File: config.mk
export PLATFORM = sky130hd
export DESIGN_NAME = sdram_ch2_wbuf
export DESIGN_NICKNAME = d
export VERILOG_FILES = /design/src/rtl/sdram_ch2_wbuf.sv
export SDC_FILE = /design/constraint.sdc
export NUM_CORES = 1
export LEC_CHECK = 0
export ABC_AREA = 1
export CAP_MARGIN = 20
export CORE_MARGIN = 2
export CORE_UTILIZATION = 30
export CTS_BUF_LIST = sky130_fd_sc_hd__clkbuf_2
export CTS_CLUSTER_SIZE = 24
export DETAILED_ROUTE_END_ITERATION = 8
export SLEW_MARGIN = 20
export SYNTH_ARGS = -nofsm -noshare
export SYNTH_HDL_FRONTEND = slang
export SYNTH_SLANG_ARGS = --single-unit
File: constraint.sdc
create_clock -name clk -period 4.9 [get_ports clk]
set_input_delay 0.49 -clock clk [delete_from_list [all_inputs] [get_ports clk]]
set_output_delay 0.49 -clock clk [all_outputs]
set_load 0.03 [all_outputs]
File: src/rtl/sdram_ch2_wbuf.sv
// Posted-write buffer and read sequencer for SDRAM controller channel 2.
// Queues and merges CPU/DMA writes and drains them ahead of any pending read.
module sdram_ch2_wbuf #(
   parameter int unsigned DEPTH    = 4,
   parameter bit          MERGE_EN = 1'b1
) (
   input  logic        clk,
   input  logic        reset,
   input  logic        cpu_wr,
   input  logic [26:0] cpu_wr_addr,
   input  logic [31:0] cpu_wr_data,
   input  logic [3:0]  cpu_wr_be,
   output logic        cpu_full,
   output logic        cpu_wr_ovf,
   input  logic        cpu_rd,
   input  logic [26:0] cpu_rd_addr,
   output logic [31:0] cpu_rd_data,
   output logic        cpu_rd_done,
   output logic        cpu_busy,
   output logic        idle,
   output logic [26:0] ch2_addr,
   output logic [31:0] ch2_din,
   output logic [3:0]  ch2_be,
   output logic        ch2_rnw,
   output logic        ch2_req,
   input  logic        ch2_ready,
   input  logic [31:0] ch2_dout
);

   localparam int unsigned AW = $clog2(DEPTH);
   localparam int unsigned CW = AW + 1;

   typedef enum logic [1:0] {S_IDLE, S_WR_WAIT, S_RD_WAIT} state_t;

   state_t          state_q, state_d;
   logic [AW-1:0]   head_q, head_d, tail_q, tail_d;
   logic [CW-1:0]   count_q, count_d;
   logic [24:0]     addr_q [DEPTH];
   logic [24:0]     addr_d [DEPTH];
   logic [31:0]     data_q [DEPTH];
   logic [31:0]     data_d [DEPTH];
   logic [3:0]      be_q   [DEPTH];
   logic [3:0]      be_d   [DEPTH];
   logic            pend_q, pend_d;
   logic [24:0]     rd_addr_q, rd_addr_d;

   logic            cpu_full_q, cpu_full_d;
   logic            cpu_wr_ovf_q, cpu_wr_ovf_d;
   logic [31:0]     cpu_rd_data_q, cpu_rd_data_d;
   logic            cpu_rd_done_q, cpu_rd_done_d;
   logic            cpu_busy_q, cpu_busy_d;
   logic            idle_q, idle_d;
   logic [26:0]     ch2_addr_q, ch2_addr_d;
   logic [31:0]     ch2_din_q, ch2_din_d;
   logic [3:0]      ch2_be_q, ch2_be_d;
   logic            ch2_rnw_q, ch2_rnw_d;
   logic            ch2_req_q, ch2_req_d;

   logic [AW-1:0]   newest;
   logic            head_issued;
   logic            merge;
   logic            full;
   logic            push;
   logic            pop;

   logic unused_ok;
   assign unused_ok = ^{cpu_wr_addr[1:0], cpu_rd_addr[1:0]};

   always_comb begin
      newest      = tail_q - AW'(1);
      // A lone entry in IDLE is being issued this cycle, so it is as untouchable as one in flight.
      head_issued = (count_q == CW'(1)) && (state_q != S_RD_WAIT);
      merge       = MERGE_EN && cpu_wr && (count_q != CW'(0)) && !head_issued &&
                    (addr_q[newest] == cpu_wr_addr[26:2]);
      full        = (count_q == CW'(DEPTH));
      push        = cpu_wr && !merge && !full;
      pop         = (state_q == S_WR_WAIT) && ch2_ready;

      state_d       = state_q;
      head_d        = head_q;
      tail_d        = tail_q;
      addr_d        = addr_q;
      data_d        = data_q;
      be_d          = be_q;
      pend_d        = pend_q;
      rd_addr_d     = rd_addr_q;
      cpu_rd_data_d = cpu_rd_data_q;
      cpu_rd_done_d = 1'b0;
      cpu_wr_ovf_d  = cpu_wr && !merge && full;
      ch2_addr_d    = ch2_addr_q;
      ch2_din_d     = ch2_din_q;
      ch2_be_d      = ch2_be_q;
      ch2_rnw_d     = ch2_rnw_q;
      ch2_req_d     = 1'b0;

      if (push) begin
         addr_d[tail_q] = cpu_wr_addr[26:2];
         data_d[tail_q] = cpu_wr_data;
         be_d[tail_q]   = cpu_wr_be;
         tail_d         = tail_q + AW'(1);
      end

      if (merge) begin
         for (int i = 0; i < 4; i++) begin
            if (cpu_wr_be[i]) begin
               data_d[newest][8*i +: 8] = cpu_wr_data[8*i +: 8];
            end
         end
         be_d[newest] = be_q[newest] | cpu_wr_be;
      end

      if (pop) begin
         head_d = head_q + AW'(1);
      end
      count_d = count_q + CW'(push) - CW'(pop);

      if (cpu_rd && !pend_q) begin
         pend_d    = 1'b1;
         rd_addr_d = cpu_rd_addr[26:2];
      end

      case (state_q)
         S_IDLE: begin
            if (count_q != CW'(0)) begin
               ch2_addr_d = {addr_q[head_q], 2'b00};
               ch2_din_d  = data_q[head_q];
               ch2_be_d   = be_q[head_q];
               ch2_rnw_d  = 1'b0;
               ch2_req_d  = 1'b1;
               state_d    = S_WR_WAIT;
            end else if (pend_q) begin
               ch2_addr_d = {rd_addr_q, 2'b00};
               ch2_be_d   = 4'hF;
               ch2_rnw_d  = 1'b1;
               ch2_req_d  = 1'b1;
               state_d    = S_RD_WAIT;
            end
         end
         S_WR_WAIT: begin
            if (ch2_ready) begin
               state_d = S_IDLE;
            end
         end
         S_RD_WAIT: begin
            if (ch2_ready) begin
               cpu_rd_data_d = ch2_dout;
               cpu_rd_done_d = 1'b1;
               pend_d        = 1'b0;
               state_d       = S_IDLE;
            end
         end
         default: state_d = S_IDLE;
      endcase

      cpu_full_d = (count_d == CW'(DEPTH));
      cpu_busy_d = pend_d || (state_d == S_RD_WAIT);
      idle_d     = (count_d == CW'(0)) && !pend_d && (state_d == S_IDLE);
   end

   always_ff @(posedge clk) begin
      if (reset) begin
         state_q       <= S_IDLE;
         head_q        <= '0;
         tail_q        <= '0;
         count_q       <= '0;
         for (int i = 0; i < DEPTH; i++) begin
            addr_q[i] <= '0;
            data_q[i] <= '0;
            be_q[i]   <= '0;
         end
         pend_q        <= 1'b0;
         rd_addr_q     <= '0;
         cpu_full_q    <= 1'b0;
         cpu_wr_ovf_q  <= 1'b0;
         cpu_rd_data_q <= '0;
         cpu_rd_done_q <= 1'b0;
         cpu_busy_q    <= 1'b0;
         idle_q        <= 1'b1;
         ch2_addr_q    <= '0;
         ch2_din_q     <= '0;
         ch2_be_q      <= 4'hF;
         ch2_rnw_q     <= 1'b0;
         ch2_req_q     <= 1'b0;
      end else begin
         state_q       <= state_d;
         head_q        <= head_d;
         tail_q        <= tail_d;
         count_q       <= count_d;
         addr_q        <= addr_d;
         data_q        <= data_d;
         be_q          <= be_d;
         pend_q        <= pend_d;
         rd_addr_q     <= rd_addr_d;
         cpu_full_q    <= cpu_full_d;
         cpu_wr_ovf_q  <= cpu_wr_ovf_d;
         cpu_rd_data_q <= cpu_rd_data_d;
         cpu_rd_done_q <= cpu_rd_done_d;
         cpu_busy_q    <= cpu_busy_d;
         idle_q        <= idle_d;
         ch2_addr_q    <= ch2_addr_d;
         ch2_din_q     <= ch2_din_d;
         ch2_be_q      <= ch2_be_d;
         ch2_rnw_q     <= ch2_rnw_d;
         ch2_req_q     <= ch2_req_d;
      end
   end

   assign cpu_full    = cpu_full_q;
   assign cpu_wr_ovf  = cpu_wr_ovf_q;
   assign cpu_rd_data = cpu_rd_data_q;
   assign cpu_rd_done = cpu_rd_done_q;
   assign cpu_busy    = cpu_busy_q;
   assign idle        = idle_q;
   assign ch2_addr    = ch2_addr_q;
   assign ch2_din     = ch2_din_q;
   assign ch2_be      = ch2_be_q;
   assign ch2_rnw     = ch2_rnw_q;
   assign ch2_req     = ch2_req_q;

endmodule

==> impl_metrics.toml <==
[grt]
first_pass_grt_wire_length_mm = 121
gr-total-overflow = 0
grt_antenna_before_repair = 3
grt_start_max_net_pins = 151
vias_in_the_first_global_route = 21299
track_usage_pct = 20.2

[yosys]
syn_avg_cell_area_um2 = 6.24
synth.yosys.seq_area_share_pct = 35.2
synth.top_cells.by_area = "dfxtp_1, nand2_1, o21ai_0"
ys_seq_elements = 379
synthDistinctLibCells = 34
yosys.area.top_type = "dfxtp_1"
synth.top_cell.area_share_pct = 35.2
post_synth_instance_area_um2 = 21500
count_of_warnings_emitted_by_yosys = 0
post_synth_inst_count = 3452

[worst_setup_path]
critPathMaxFanout = 36
timing.setup.critical_path_class = "flip-flop to flip-flop"
critical_path.startpoint_type = "flip-flop"
req_time_crit_path_ns = 5.94
setup.reg_to_reg.worst_slack_ns = 0.62
timing.critical_path.to_type = "flip-flop"
source_of_the_critical_timing_path = "tail_q[1]"
r2r-start = "tail_q[1]"
ff_to_ff_path_depth = 16
worstPathArrival_ns = 5.32
reg2reg_to = "data_q[108]"

[placed_design]
preCtsSetupSlack_ns = 0.755
port_buffers = 222
gp_congestion = 0.818
dp.final_hpwl_mm = 43.8

[timing]
drv_slew = 0
timing_worst_slew_pin_value_ns = 0.978
hold_ws_ns = 0.117
timing.clock.skew_ns = 0.125
final_min_period_over_clock_period_pct = 87.4
final_hold_viol_count = 0
totalNegativeSetupSlack_ns = 0
postLayoutSetupSlackWorst_ns = 0.619
setup-violations-final = 0
max-slew-margin-rel_pct = 34.8
grt_setup_unrepaired = "false"
post_layout_min_period_ns = 4.28
fmaxAchievable_mhz = 234

[worst_hold_path]
min-delay-path-class = "primary input to flip-flop"
hold_depth = 3
timing.hold.worst_endpoint = "addr_q[7]"
holdCritStartpoint = "cpu_wr_addr[9]"

[cells_and_area]
multi_input_area_um2 = 11100
n_fill_cell = 7767
finalNetCount = 3779
mostFrequentLayoutCell = "nand2_1"
mostFrequentLayoutCells = "nand2_1, inv_1, dfxtp_1"
regArea_um2 = 7600
area.growth.synth_to_final_pct = 20.4
drive_above_1_share_pct = 6.31

[cts]
cts_inserted_buffers = 106
cts_root_buf = "clkbuf_2"
insertion_delay_ns = 1.21
clk_path_buf_depth = 3
clkSinkCount = 379
htree_levels = 3
cts-resized-gates = 0
tritoncts_clock_tree = "yes"
worst_setup_hold_path_clk_slew_ns = 0.10

[die]
core_region_area_um2 = 71200
ios = 229
fp.dieW_um = 272
chip_height_um = 272
effective_utilization_at_floorplan_pct = 30.2
placement_rows = 98
die_area_um2 = 74000

[drt]
drcViolationCount = 0
post_drt_wl_per_cell_um = 16.5
final_antenna_violating_net_count = 0
drt_first_iter_violations = 1920
dr.pass1.iters = 5
detailed_route_via_count = 23071
vias_per_cell = 4.95
postRouteWirelength_mm = 77.1

[power_and_ir_drop]
share_seq_of_total_power_pct = 35.9
internal_power_mw = 5.78
p_sw_share_pct = 45.1
leakagePower_nw = 11.5
power-per-cell-area_nw_per_um2 = 406
total_power_consumption_of_the_routed_design_mw = 10.5
share_clk_of_total_power_pct = 22.2
power.switching_mw = 4.75
ir_worst_vdd_v = 0.000219
comb_power_share_pct = 41.9

[status]
run_status = "complete, no violations"

[run]
max-cap-violations = 0
[layout make-up]
| class | count | area share (%) |
|---|---|---|
| multi-input combinational | 2363 | 42.9 |
| sequential | 379 | 29.3 |
| timing repair buffer | 352 | 13.3 |
| antenna | 5 | 0.0482 |
| tap | 950 | 4.58 |
| inverter | 439 | 6.37 |
| clock inverter | 25 | 0.579 |
| clock buffer | 150 | 2.89 |
[cell usage after synthesis]
master / count
buf_1: 36
conb_1: 1
nand2_1: 1024
or2_2: 1
nand4_1: 151
nand3b_1: 16
a22o_1: 32
nand3_4: 1
buf_2: 44
nor2_2: 8
nor4_1: 2
ha_1: 10
o22ai_1: 6
and2_1: 1
a31oi_1: 33
buf_4: 10
fa_1: 1
o221ai_1: 10
o211ai_1: 49
nand3_1: 318
a21boi_0: 1
inv_1: 435
a21oi_1: 197
nor2_1: 131
o21bai_1: 4
nand3_2: 1
nor3_1: 3
o21ai_0: 353
clkbuf_1: 169
inv_2: 3
buf_6: 13
dfxtp_1: 379
xor2_1: 8
clkinv_1: 1
[critical path, cell delays in order, from the launching register on]
cell	delay (ns)
dfxtp_1	0.37
inv_1	0.09
ha_1	0.32
inv_2	0.56
nand3_1	0.15
nand2_1	0.12
xor2_1	0.26
nand3_1	0.11
nor2_1	0.23
nand3_4	0.30
buf_4	0.34
nor2_2	0.11
buf_4	0.43
nand2_1	0.41
nand3_1	0.20
nand2_1	0.06
inv_1	0.05
[registers in the layout, indices dropped and copies added, names as in the netlist, 2 cells and up]
register,count
data_q,128
addr_q,100
ch2_din,32
cpu_rd_data,32
ch2_addr,25
rd_addr_q,25
be_q,16
ch2_be,4
count_q,3
head_q,2
state_q,2
tail_q,2
[worst max-delay path by stage]
| stage | end | slack (ns) | depth (start not counted) |
|---|---|---|---|
| floorplan | idle | 0.63 | 26 |
| global placement | data_q[111] | 0.82 | 16 |
| detailed placement | data_q[56] | 0.76 | 16 |
| CTS | data_q[41] | 0.71 | 16 |
| global route | data_q[43] | 0.35 | 17 |
| finish | data_q[108] | 0.62 | 16 |
[kinds of logic (layout without fill, tap and decap cells)]
kind of cell,count (synthesis),in the layout,synth area share (%)
DFF,379,379,35.2
xor gates and xnor gates,8,8,0.325
buffers and inverters,711,966,13.3
other,1,7,0.0174
AOI/OAI and AO/OA,685,685,17.5
and+or+nand+nor,1657,1657,33.0
adders and majority gates,11,11,0.674
[through the flow]
step,utilization [%],area [um2],cells
2_1_floorplan,-,21500,3453
5_1_grt,36.4,25900,4662
6_report,36.4,25900,4663
3_3_place_gp,34.0,24200,4399
3_5_place_dp,34.0,24200,4399
4_1_cts,36.4,25900,4658
[per-layer routing]
metal  vias up  track usage, %  wire (um)
met5         -               0          0
met4         0            6.48       2110
met3       134            3.61       5110
met2       788            33.6      36200
met1     10496            26.3      33600
li1      11653               -          -
[power by group through the flow]
stage | Sequential [mW] | Combinational, mW | Clock, mW
2_1_floorplan | 4.14 | 2.47 | 0
4_1_cts | 3.78 | 4.43 | 2.42
6_report | 3.78 | 4.41 | 2.34
3_3_place_gp | 3.84 | 4.33 | 0
3_5_place_dp | 3.84 | 4.35 | 0
5_1_grt | 3.83 | 4.84 | 2.58
[what timing repair did]
item	in CTS	in global routing
hold buffers	84	0
endpoints found under the hold margin	155	0
endpoints found under the setup margin	0	0
buffers inserted	0	0
Note: power is estimated with default switching activity, not from simulation.
